$ cat config.mk
export PLATFORM = sky130hd
export DESIGN_NAME = rps_remote_player
export DESIGN_NICKNAME = d
export VERILOG_FILES = /design/src/rtl/rps_pkg.sv /design/src/rtl/rps_code_filter.sv /design/src/rtl/rps_remote_player.sv
export SDC_FILE = /design/constraint.sdc
export NUM_CORES = 1
export LEC_CHECK = 0
export CAP_MARGIN = 15
export CORE_UTILIZATION = 50
export CTS_CLUSTER_SIZE = 10
export DETAILED_ROUTE_END_ITERATION = 10
export GPL_ROUTABILITY_DRIVEN = 0
export PLACE_DENSITY_LB_ADDON = 0.25
export SLEW_MARGIN = 20
export SYNTH_ARGS = -nofsm -noshare
export SYNTH_HDL_FRONTEND = slang
export SYNTH_SLANG_ARGS = --single-unit
$ cat constraint.sdc
create_clock -name clk -period 2.3 [get_ports clk]
set_input_delay 0.345 -clock clk [delete_from_list [all_inputs] [get_ports clk]]
set_output_delay 0.345 -clock clk [all_outputs]
set_load 0.01 [all_outputs]
$ cat src/rtl/rps_pkg.sv
// rtl/rps_pkg.sv - shared codes, enums and helpers for the rock-paper-scissors remote player
package rps_pkg;

    typedef enum logic [1:0] {
        CH_NONE     = 2'd0,
        CH_ROCK     = 2'd1,
        CH_PAPER    = 2'd2,
        CH_SCISSORS = 2'd3
    } choice_e;

    localparam logic [2:0] CODE_IDLE          = 3'd7;
    localparam logic [2:0] CODE_PERSON_WINS   = 3'd1;
    localparam logic [2:0] CODE_COMPUTER_WINS = 3'd2;
    localparam logic [2:0] CODE_TIE           = 3'd4;

    typedef enum logic [1:0] {
        RES_REMOTE_WIN  = 2'd0,
        RES_REMOTE_LOSS = 2'd1,
        RES_TIE         = 2'd2
    } result_e;

    typedef enum logic [1:0] {
        ERR_ILLEGAL_CHOICE = 2'd0,
        ERR_BAD_CODE       = 2'd1,
        ERR_RESULT_TO      = 2'd2,
        ERR_IDLE_TO        = 2'd3
    } err_kind_e;

    typedef enum logic [2:0] {
        ST_IDLE        = 3'd0,
        ST_PRESS       = 3'd1,
        ST_WAIT_RESULT = 3'd2,
        ST_RELEASE     = 3'd3,
        ST_WAIT_IDLE   = 3'd4
    } state_e;

    // Active-low {rock,paper,scissors} pattern for a legal choice; all high otherwise.
    function automatic logic [2:0] choice_lines(input logic [1:0] c);
        case (c)
            CH_ROCK:     return 3'b011;
            CH_PAPER:    return 3'b101;
            CH_SCISSORS: return 3'b110;
            default:     return 3'b111;
        endcase
    endfunction

endpackage

$ cat src/rtl/rps_code_filter.sv
// rtl/rps_code_filter.sv - synchronizer and stability filter for the board result code
module rps_code_filter
    import rps_pkg::*;
#(
    parameter int SYNC_STAGES   = 2,
    parameter int STABLE_CYCLES = 4
) (
    input  logic       clk,
    input  logic       rst,
    input  logic [2:0] code,
    output logic [2:0] fcode,
    output logic       stable
);

    localparam int CW = $clog2(STABLE_CYCLES + 1);
    localparam logic [CW-1:0] CNT_FULL = CW'(STABLE_CYCLES);

    logic [2:0]    sync_q [SYNC_STAGES];
    logic [2:0]    sync_out;
    logic [2:0]    cand;
    logic [CW-1:0] cnt;
    logic [CW-1:0] cnt_next;

    assign sync_out = sync_q[SYNC_STAGES-1];
    assign stable   = (cnt == CNT_FULL);

    // Count consecutive equal synced samples; any change restarts at one.
    always_comb begin
        cnt_next = CW'(1);
        if (sync_out == cand)
            cnt_next = (cnt == CNT_FULL) ? cnt : cnt + CW'(1);
    end

    always_ff @(posedge clk or posedge rst) begin
        if (rst) begin
            for (int i = 0; i < SYNC_STAGES; i++)
                sync_q[i] <= CODE_IDLE;
            cand  <= CODE_IDLE;
            cnt   <= '0;
            fcode <= CODE_IDLE;
        end else begin
            sync_q[0] <= code;
            for (int i = 1; i < SYNC_STAGES; i++)
                sync_q[i] <= sync_q[i-1];
            cand <= sync_out;
            cnt  <= cnt_next;
            if (cnt_next == CNT_FULL)
                fcode <= sync_out;
        end
    end

endmodule

$ cat src/rtl/rps_remote_player.sv
// rtl/rps_remote_player.sv - remote-player initiator: drives choice lines, decodes and tallies results
module rps_remote_player
    import rps_pkg::*;
#(
    parameter int SYNC_STAGES    = 2,
    parameter int STABLE_CYCLES  = 4,
    parameter int RESULT_TIMEOUT = 1024,
    parameter int IDLE_TIMEOUT   = 2**28,
    parameter int CNT_W          = 8
) (
    input  logic             clk,
    input  logic             rst,
    input  logic             choice_valid,
    input  logic [1:0]       choice,
    output logic             choice_ready,
    output logic [2:0]       choice_n,
    input  logic [2:0]       result_code,
    input  logic             clear_scores,
    output logic             result_valid,
    output logic [1:0]       result,
    output logic [CNT_W-1:0] wins,
    output logic [CNT_W-1:0] losses,
    output logic [CNT_W-1:0] ties,
    output logic             err,
    output logic [1:0]       err_kind
);

    localparam logic [31:0]      RES_LOAD  = 32'(RESULT_TIMEOUT - 1);
    localparam logic [31:0]      IDLE_LOAD = 32'(IDLE_TIMEOUT - 1);
    localparam logic [CNT_W-1:0] CNT_MAX   = {CNT_W{1'b1}};

    state_e      state;
    logic [31:0] tmo;
    logic [2:0]  fcode;
    logic        fstable;

    rps_code_filter #(
        .SYNC_STAGES   (SYNC_STAGES),
        .STABLE_CYCLES (STABLE_CYCLES)
    ) u_filter (
        .clk    (clk),
        .rst    (rst),
        .code   (result_code),
        .fcode  (fcode),
        .stable (fstable)
    );

    // Ready only once the filter has confirmed the board is idle.
    assign choice_ready = (state == ST_IDLE) && fstable && (fcode == CODE_IDLE);

    // A clear in the same cycle as a result leaves the counter at one.
    function automatic logic [CNT_W-1:0] bump(input logic [CNT_W-1:0] v);
        if (clear_scores)
            return CNT_W'(1);
        return (v == CNT_MAX) ? v : v + CNT_W'(1);
    endfunction

    always_ff @(posedge clk or posedge rst) begin
        if (rst) begin
            state        <= ST_IDLE;
            choice_n     <= 3'b111;
            tmo          <= '0;
            result_valid <= 1'b0;
            result       <= 2'd0;
            err          <= 1'b0;
            err_kind     <= 2'd0;
            wins         <= '0;
            losses       <= '0;
            ties         <= '0;
        end else begin
            result_valid <= 1'b0;
            err          <= 1'b0;
            if (clear_scores) begin
                wins   <= '0;
                losses <= '0;
                ties   <= '0;
            end
            case (state)
                ST_IDLE: begin
                    if (choice_valid && choice_ready) begin
                        if (choice == CH_NONE) begin
                            err      <= 1'b1;
                            err_kind <= ERR_ILLEGAL_CHOICE;
                        end else begin
                            choice_n <= choice_lines(choice);
                            state    <= ST_PRESS;
                        end
                    end
                end
                ST_PRESS: begin
                    tmo   <= RES_LOAD;
                    state <= ST_WAIT_RESULT;
                end
                ST_WAIT_RESULT: begin
                    if (fcode == CODE_IDLE) begin
                        if (tmo == '0) begin
                            err      <= 1'b1;
                            err_kind <= ERR_RESULT_TO;
                            choice_n <= 3'b111;
                            state    <= ST_RELEASE;
                        end else begin
                            tmo <= tmo - 32'd1;
                        end
                    end else begin
                        choice_n <= 3'b111;
                        state    <= ST_RELEASE;
                        case (fcode)
                            CODE_PERSON_WINS: begin
                                result_valid <= 1'b1;
                                result       <= RES_REMOTE_WIN;
                                wins         <= bump(wins);
                            end
                            CODE_COMPUTER_WINS: begin
                                result_valid <= 1'b1;
                                result       <= RES_REMOTE_LOSS;
                                losses       <= bump(losses);
                            end
                            CODE_TIE: begin
                                result_valid <= 1'b1;
                                result       <= RES_TIE;
                                ties         <= bump(ties);
                            end
                            default: begin
                                err      <= 1'b1;
                                err_kind <= ERR_BAD_CODE;
                            end
                        endcase
                    end
                end
                ST_RELEASE: begin
                    tmo   <= IDLE_LOAD;
                    state <= ST_WAIT_IDLE;
                end
                ST_WAIT_IDLE: begin
                    if (fcode == CODE_IDLE) begin
                        state <= ST_IDLE;
                    end else if (tmo == '0) begin
                        err      <= 1'b1;
                        err_kind <= ERR_IDLE_TO;
                        state    <= ST_IDLE;
                    end else begin
                        tmo <= tmo - 32'd1;
                    end
                end
                default: begin
                    choice_n <= 3'b111;
                    state    <= ST_IDLE;
                end
            endcase
        end
    end

endmodule

After elaboration in Yosys (flattened, before gate mapping)
Index checks and enable logic that the tools add are counted.
{"block": "classes", "eq_ne": 29, "bitwise_logic": 2, "reduce_logical": 16, "n_mux": 67, "add_sub_neg": 5}
{"operator": "2-to-1 mux 8 bit", "n": 19}
{"operator": "case mux 32 bit (4 select lines)", "n": 1}
{"operator": "2-to-1 mux 32 bit", "n": 3}
{"operator": "2-to-1 mux 3 bit", "n": 12}
{"operator": "zero test 32 bit", "n": 1}
{"operator": "subtractor 32 x 1 -> 32 bit (second input constant)", "n": 1}
{"operator": "adder 8 x 1 -> 8 bit (second input constant)", "n": 3}
{"operator": "equality test 8 bit (second input constant)", "n": 3}
{"operator": "2-to-1 mux 1 bit", "n": 19}
{"operator": "case mux 3 bit (3 select lines)", "n": 2}
{"operator": "equality test 3 bit (second input constant)", "n": 5}
{"operator": "!= test 5 bit (second input constant)", "n": 3}
{"operator": "case mux 3 bit (5 select lines)", "n": 1}
{"operator": "2-to-1 mux 2 bit", "n": 7}
{"operator": "case mux 2 bit (3 select lines)", "n": 2}
{"operator": "equality test 3 x 2 -> 1 bit (second input constant)", "n": 3}
{"operator": "!= test 3 bit (second input constant)", "n": 3}
{"operator": "!= test 2 bit (second input constant)", "n": 4}
{"operator": "AND reduction 4 bit", "n": 2}
{"operator": "AND reduction 7 bit", "n": 1}
{"operator": "equality test 3 x 1 -> 1 bit (second input constant)", "n": 2}
{"operator": "AND reduction 3 bit", "n": 2}
{"operator": "nonzero test 3 bit", "n": 2}
{"operator": "OR reduction 3 bit", "n": 2}
{"operator": "11 further kinds", "n": 16}
{"block": "word_totals", "in_bits": 9, "ff_bits": 83, "word_cells": 134, "out_inout_bits": 34}

Logic depth before layout (Yosys ltp)
Gate-level depths: netlist of the first run.
{"block": "depth", "word_depth": 8, "mapped_depth": 10, "ltp_nobuf": 8}

Modules after synthesis
Synthesis of the first run repeated with hierarchy kept, for this count alone.
{"block": "hier_totals", "hier_cells": 471, "area_unflattened_um2": 4549.4}
{"mod": "rps_remote_player", "n_inst": 1, "seq_area_each_um2": 1705.4, "cells_each": 434, "area_per_inst_um2": 3982.6}
{"mod": "rps_code_filter", "n_inst": 1, "seq_area_each_um2": 390.4, "cells_each": 37, "area_per_inst_um2": 566.8}

Least setup slack after synthesis of the first run
No wires, ideal clock.
{"block": "synth_path", "kind": "register -> register", "startpoint": "register tmo[0]", "endpoint": "register tmo[2]", "period_less_slack_ns": 2.282, "path_buffers": 2, "t_arrival_ns": 2.160, "required_time_ns": 2.178, "stages_incl_launch_ff": 11, "path_slack_ns": 0.018, "setup_time_ns": 0.122, "path_cell_list": "dfrtp_1 inv_1 ha_1 nor3b_2 and4_4 nand4_4 and2_4 buf_6 buf_8 a211oi_2 nor2_1"}
{"block": "synth_between", "elab_chain_cells": 4, "word_cells_on_any_way": 6, "classes_between": "add/sub (1); mux (4); reduce/logical (1)"}
{"element": "from (decl)", "line_no": "rps_remote_player.sv:33", "rtl": "logic [31:0] tmo;"}
{"element": "from (signal assigned)", "line_no": "rps_remote_player.sv:102", "rtl": "tmo <= tmo - 32'd1;"}
{"element": "from (signal assigned)", "line_no": "rps_remote_player.sv:142", "rtl": "tmo <= tmo - 32'd1;"}
{"element": "subtractor 32 x 1 -> 32 bit or zero test 32 bit (tied branches)"}
{"element": "2-to-1 mux 32 bit *", "line_no": "rps_remote_player.sv:96, rps_remote_player.sv:137"}
{"element": "2-to-1 mux 32 bit (on tied branches)", "line_no": "rps_remote_player.sv:135, rps_remote_player.sv:95"}
{"element": "case mux 32 bit (4 select lines) *", "line_no": "rps_remote_player.sv:78", "rtl": "case (state)"}
Every way passes the cells marked *; elsewhere a longest branch is shown, timed or not. The select of a mux whose other input is x is not followed.
A chain may end at the register's enable or synchronous reset.

Worst setup path in the final report of the first run
{"block": "layout_path", "startpoint": "register u_filter.cnt[0]", "endpoint": "register err_kind[0]"}
{"block": "layout_between", "elab_chain_cells": 6}
{"element": "from (decl)", "line_no": "rps_code_filter.sv:21", "rtl": "logic [CW-1:0] cnt;"}
{"element": "from (signal assigned)", "line_no": "rps_code_filter.sv:46", "rtl": "cnt <= cnt_next;"}
{"element": "equality test 3 bit", "line_no": "rps_code_filter.sv:25", "rtl": "assign stable = (cnt == CNT_FULL);"}
{"element": "logical AND 1 bit (2 in a row)", "line_no": "rps_remote_player.sv:49", "rtl": "assign choice_ready = (state == ST_IDLE) && fstable && (fcode == CODE_IDLE);"}
{"element": "logical AND 1 bit", "line_no": "rps_remote_player.sv:80", "rtl": "if (choice_valid && choice_ready) begin"}
{"element": "!= test 2 x 1 -> 1 bit (no line)"}
{"element": "AND reduction 7 bit (no line)"}
{"element": "to (signal assigned)", "line_no": "rps_remote_player.sv:66", "rtl": "err_kind <= 2'd0;"}
{"element": "to (signal assigned)", "line_no": "rps_remote_player.sv:83", "rtl": "err_kind <= ERR_ILLEGAL_CHOICE;"}
{"element": "to (signal assigned)", "line_no": "rps_remote_player.sv:98", "rtl": "err_kind <= ERR_RESULT_TO;"}
{"element": "to (decl)", "line_no": "rps_remote_player.sv:25", "rtl": "output logic [1:0] err_kind"}
No other way between the ends.

==> summary.md, run 1 <==
| Metric | Value |
|---|---|
| Initial Util | 52.8% |
| Layout Cells excl Fill | 638 |
| Critical Path End Type | flip-flop |
| Status | complete, no violations |
| GRT overflow | 0 |
| Number of detailed-route iterations in the first pass | 4 |
| Ant. Diodes | 0 |
| Synth Area per Inst | 9.73 µm² |
| Vias | 3,755 |
| Critical path class | reg2reg |
| Post-synth ARST share | 100% |
| Synth area leaders | dfrtp_1 (38%), dfstp_2 (8.9%), nor2_1 (4.7%), o21ai_0 (3.5%), xnor2_1 (3.4%) |
| Compound-Gate Fraction of Synth Area | 15.6% |
| Setup total negative slack | 0 ps |
| Syn Nets | 470 |
| Setup Viol. Count Final | 0 |
| Post-DP HPWL | 6.85 mm |
| Avg WL per Cell | 15.7 µm |
| Gr usage total | 23.3% |
| Fraction of layout instances using a drive strength above 1 | 19.9% |
| Clock sinks | 83 |
| HP Class | reg2reg |
| Routed Antenna Nets | 0 |
| Final Slew Violations | 0 |
| Total core area | 8380 µm² |
| Worst setup SP type | flip-flop |
| Final hold viol count | 0 |
| Cell count after synthesis | 455 |
| Clock Skews | 7.67 ps |
| DRT Wirelength | 10.0 mm |
| Clock transition at path regs | 90 ps |
| Max-Cap Viols | 0 |
| I/O Buffers | 42 |
| Worst Tran Pin Value | 502 ps |
| PD cells | 947 nW/µm² |
| Top cells by count, synth | dfrtp_1 (68), nor2_1 (56), o21ai_0 (31) |
| Share of the synthesized area in the top cell type | 38.4% |
| Largest net degree at the start of global routing | 84 |
| Clk buf depth | 2 |
| Static Leakage | 2.26 nW |
| Maximum vdd drop | 399 µV |
| Final Hold Slack | 361 ps |
| Vias in the first global route | 3,574 |
| Post-layout nets | 543 |
| Seq/Total Area, Yosys | 47.3% |
| Unique cell type count in the Yosys netlist | 66 |
| Min cycle time layout | 2210 ps |
| CP required | 2540 ps |
| Layout Area Growth over Synthesis | 22.5% |
| Die Y | 96.1 µm |
| DRC errors left | 0 |
| Arrival time worst endpoint | 2450 ps |
| # rows | 33 |
| Iteration-0 DRC count of the detailed router | 200 |
| Multiplexer area fraction after synthesis | 1.44% |
| Clock latency on the worst-skew pair | 350 ps |
| Final Util | 64.8% |
| CTS H-tree lvls | 3 |
| Largest family of logic cells by synthesized area | simple AND/OR/NAND/NOR gates |
| Adder-cell share of the synthesized area | 1.69% |
| Vias/cell | 5.89 |
| Die X | 96.1 µm |
| Initial antenna violation count | 0 |
| Worst slew margin | 66.5% |
| #FFs+latches synth | 83 |
| Main synth FF type | dfrtp_1 |
| Die area | 9240 µm² |
| Crit Path Max Fanout | 6 |
| First-pass GRT wire length | 16.7 mm |
| Placed cells | 618 |
| Xor/xnor share of the synthesized area | 5.14% |
| Fmax | 0.452 GHz |
| # IOs | 43 |
| CTS Root Cell | clkbuf_8 |
| Yosys top cell by area | dfrtp_1 |
| Most common cell in the netlist | dfrtp_1 |
| Pwr Total | 5.14 mW |
| Num CTS Buffers | 9 |
| Post-synth EDFFs | 0 |
| Synth Cell Area | 4430 µm² |
| Synth Area in Simple Gates | 25.2% |
| CTS tree | yes |
| Synth warn | 0 |
| Period utilization | 96.2% |
## metrics by stage
stage               cell area, µm²  setup slack (ps)
detailed placement            5150             -7.15
floorplan                     4430              17.9
finish                        5430              88.0
global route                  5430             -1.32
CTS                           5350              25.1
global placement              5150              95.9
## placed cells by master (no fill, tap or decap), types with 4 or more instances in the layout
master,n
dfrtp_1,67
a31oi_1,8
inv_1,12
clkdlybuf4s50_1,41
nand4_4,4
a211oi_2,4
and3_1,5
o22ai_1,4
a21oi_1,26
nor3_1,16
nand2_1,26
buf_4,37
xor2_1,9
clkbuf_8,10
or3_1,4
xnor2_1,17
nand4_1,12
ha_1,6
nand2b_1,8
o21ai_0,31
o211ai_1,4
nor2_1,56
dfstp_2,15
nand3_1,26
## power by group
group	total (mW)	internal, mW	switching, mW
Clock	0.959	0.422	0.537
Combinational	2.15	0.927	1.22
Sequential	2.03	1.77	0.259
Total	5.14	3.12	2.02
## critical path, stage by stage (launching register included)
cell and delay [ps]:
dfrtp_1 410, inv_1 70, ha_1 240, and3_1 230, a31oi_1 140, a2111oi_1 510
o21ai_0 180, a221o_1 320
## timing repair
action                     CTS  global route
buffers inserted             2             1
gates cloned                 0             1
pin swaps                    0             0
gates resized for setup      3            13
setup endpoints to repair    1            16
hold buffers                 0             0
## worst paths after layout
| kind | startpoint | slack (ps) | to | cells after the start |
|---|---|---|---|---|
| setup reg to reg | u_filter.cnt[0]$_DFF_PP0_ | 90 | err_kind[0]$_DFFE_PP0P_ | 7 |
| hold / removal | u_filter.sync_q[5]$_DFF_PP1_ | 360 | u_filter.sync_out[2]$_DFF_PP1_ | 0 |
| max in group asynchronous | rst | 1500 | u_filter.sync_out[0]$_DFF_PP1_ | 3 |
| setup / recovery | u_filter.cnt[0]$_DFF_PP0_ | 90 | err_kind[0]$_DFFE_PP0P_ | 7 |
| hold reg to reg | u_filter.sync_q[5]$_DFF_PP1_ | 360 | u_filter.sync_out[2]$_DFF_PP1_ | 0 |
| min in group asynchronous | rst | 460 | u_filter.cnt[2]$_DFF_PP0_ | 3 |
## cells by family (layout without fill, tap and decap cells)
| family | after synthesis | count (layout) |
|---|---|---|
| adders and majority gates | 6 | 6 |
| muxes | 6 | 6 |
| and+or+nand+nor | 194 | 195 |
| DFF | 83 | 83 |
| xor gates and xnor gates | 26 | 26 |
| buffers and inverters | 32 | 109 |
| AOI/OAI and AO/OA | 108 | 108 |
## cell type report
type / count / area (µm²)
clock buffers: 10 / 138
clock inverters: 6 / 40.0
fillers: 667 / 2950
inverters: 13 / 52.6
multi-input cells: 341 / 2250
flip-flops and latches: 83 / 2100
well taps: 105 / 131
repair buffers: 80 / 721
## layer usage
metal	track usage (%)	routed length [µm]	vias to the layer above
met5	0	0	-
met3	4.74	419	14
met1	29.6	4490	1833
met2	39.5	4970	92
li1	-	-	1816
met4	7.96	157	0
## registers in the layout (all words and copies together), names as in the netlist, 8 cells and up
register  cells
tmo          32
ties          8
wins          8
losses        8
No activity file was read; power rests on OpenSTA's default activity.
==> inputs of run 2 (changes only) <==
--- a/config.mk
+++ b/config.mk
@@ -10,7 +10,7 @@
 export CTS_CLUSTER_SIZE = 10
 export DETAILED_ROUTE_END_ITERATION = 10
 export GPL_ROUTABILITY_DRIVEN = 0
-export PLACE_DENSITY_LB_ADDON = 0.25
+export PLACE_DENSITY = 0.81
 export SLEW_MARGIN = 20
 export SYNTH_ARGS = -nofsm -noshare
 export SYNTH_HDL_FRONTEND = slang
==> constraint.sdc (replaced) <==
create_clock -name clk -period 2.8 [get_ports clk]
set_input_delay 0.42 -clock clk [delete_from_list [all_inputs] [get_ports clk]]
set_output_delay 0.42 -clock clk [all_outputs]
set_load 0.01 [all_outputs]
==> run 2 against run 1 <==
Clock power is 19% lower. Power fell by 22%. Global-route usage hardly changed. Register-to-register slack better by 260 ps. Die area unchanged. Worst setup slack gained 72 ps. Design area fell by 5.3%. Sequential share of layout area increased by 2.2 points. Clock skew grew 5.5 ps. Critical endpoint is now choice_ready. Largest power group is now sequential cells.
==> summary.md, run 2 (same netlist as run 1, synthesis figures left out) <==
| Metric | Value |
|---|---|
| Status | complete, no violations |
| Crit Path Max Fanout | 13 |
| # rows | 33 |
| Largest Register | tmo |
| CP bufs+invs | 2 |
| Hold Buf Count CTS | 0 |
| Most common cell after layout, fill and taps aside | dfrtp_1 |
| Levels on crit path | 5 |
| Total core area | 8380 µm² |
| # fillers | 703 |
| RSZ-0062 raised after global routing | false |
| CTS resizes | 0 |
| Initial antenna violation count | 0 |
| Reg-to-Reg Start | tmo[0]$_DFFE_PP0P_ |
| Storage element area | 2100 µm² |
| Max reg flops | 32 |
| Num CTS Buffers | 9 |
| Commonest cells after routing, fill and taps aside | dfrtp_1 (68), nor2_1 (56), clkdlybuf4s50_1 (42), o21ai_0 (31), nand2_1 (27) |
| Fmax | 0.379 GHz |
| Maximum vdd drop | 395 µV |
| Slowest stage cell, crit path | nor3_1 |
| Post-route design area | 5140 µm² |
| Critical Path Source | state[2]$_DFFE_PP0P_ |
| Die Y | 96.1 µm |
| Final hold viol count | 0 |
| HP Class | reg2reg |
| DRT Wirelength | 9.77 mm |
| Dpl cell area | 4960 µm² |
| First-pass GRT wire length | 16.6 mm |
| Max-Cap Viols | 0 |
| Clock transition at path regs | 80 ps |
| CP required | 2380 ps |
| CTS H-tree lvls | 3 |
| DRC errors left | 0 |
| RR Endpoint | tmo[15]$_DFFE_PP0P_ |
| Iteration-0 DRC count of the detailed router | 201 |
| Reg2Reg Setup Slack | 350 ps |
| Hold path start | u_filter.sync_q[5]$_DFF_PP1_ |
| Critical path class | reg2out |
| CTS Root Cell | clkbuf_8 |
| Die area | 9240 µm² |
| Period utilization | 94.3% |
| Vias in the first global route | 3,590 |
| Layout Area Growth over Synthesis | 16.0% |
| Worst-case reg-to-reg path depth | 8 |
| Largest net degree at the start of global routing | 60 |
| Setup total negative slack | 0 ps |
| Crit-path max cell delay | 540 ps |
| Worst Setup EP | choice_ready |
| Largest delay share family, worst path | simple AND/OR/NAND/NOR gates |
| Arrival time worst endpoint | 2220 ps |
| Setup Viol. Count Final | 0 |
| GRT overflow | 0 |
| Ant. Diodes | 0 |
| Worst slew margin | 54.8% |
| Final Hold Slack | 363 ps |
| Number of detailed-route iterations in the first pass | 5 |
| Gr usage total | 23.3% |
| Critical Path End Type | output pin |
| Die X | 96.1 µm |
| Avg WL per Cell | 16.0 µm |
| Initial Util | 52.8% |
| Post-DP HPWL | 6.98 mm |
| Pre-CTS setup slack | 372 ps |
| Clock sinks | 83 |
| Clk buf depth | 2 |
| Worst Tran Pin Value | 672 ps |
| Fraction of layout instances using a drive strength above 1 | 13.3% |
| Worst setup SP type | flip-flop |
| Routed Antenna Nets | 0 |
| PD cells | 779 nW/µm² |
| Pwr Total | 4.00 mW |
| CTS tree | yes |
| Post-layout nets | 514 |
| # IOs | 43 |
| Static Leakage | 2.06 nW |
| Fin worst setup slack | 160 ps |
| Min cycle time layout | 2640 ps |
| Setup bufs post-CTS | 0 |
| Clock Skews | 13.1 ps |
| Final Slew Violations | 0 |
| Multi-input logic area | 2180 µm² |
| Vias | 3,675 |
| Vias/cell | 6.03 |
| CP Cell Sequence | buf_4 -> nor3_1 -> nand2_1 -> nor2_1 -> clkdlybuf4s50_1 |
| I/O Buffers | 42 |
| Clock latency on the worst-skew pair | 360 ps |
## run 2: cell count changes in the layout (fill, tap and decap cells not counted), sizes merged
cell,previous run,this run
buf,38,10
and2,3,2
clkbuf,10,9
clkdlybuf4s50,41,42
dlymetal6s2s,1,0
inv,13,14
## run 2: worst min-delay path by stage
stage | to | depth (start not counted)
2_1_floorplan | u_filter.sync_out[0]$_DFF_PP1_ | 0
3_3_place_gp | u_filter.sync_out[1]$_DFF_PP1_ | 0
3_5_place_dp | u_filter.sync_out[1]$_DFF_PP1_ | 0
4_1_cts | u_filter.sync_out[1]$_DFF_PP1_ | 0
5_1_grt | u_filter.sync_out[1]$_DFF_PP1_ | 0
6_report | u_filter.sync_out[2]$_DFF_PP1_ | 0
## run 2: cell type report
cell class                 instances  share of cell area (%)
timing repair buffer              52                    9.89
inverter                          13                   0.974
clock buffer                       9                    2.41
sequential                        83                    40.8
clock inverter                     7                   0.999
multi-input combinational        340                    42.4
tap                              105                    2.56
## run 2: worst reg2reg max path, delay by kind of cell, from the launching register on
family          cells  cell delay [ps]
compound gates      1              370
flops               1              430
fa+ha+maj           1              220
buf+inv             1               80
simple gates        5             1240
## run 2: power by group
| part | leakage (nW) | internal (mW) | switching (mW) |
|---|---|---|---|
| Sequential | 1.02 | 1.46 | 0.231 |
| Clock | 0.0860 | 0.326 | 0.455 |
| Combinational | 0.951 | 0.606 | 0.927 |
| Total | 2.06 | 2.39 | 1.61 |
## run 2: routing by layer
metal | track usage [%] | vias to the layer above | wire (µm) | share of wire [%]
met1 | 28.8 | 1805 | 4240 | 43
met2 | 40.0 | 111 | 4900 | 50
li1 | - | 1743 | - | -
met5 | 0 | - | 0 | 0
met3 | 4.66 | 16 | 457 | 4.7
met4 | 9.33 | 0 | 178 | 1.8
## run 2: through the flow
stage	util (%)	cells
after floorplan	-	455
after global placement	59.2	593
after detailed placement	59.2	593
after CTS	61.3	609
after global routing	61.3	609
final	61.3	609
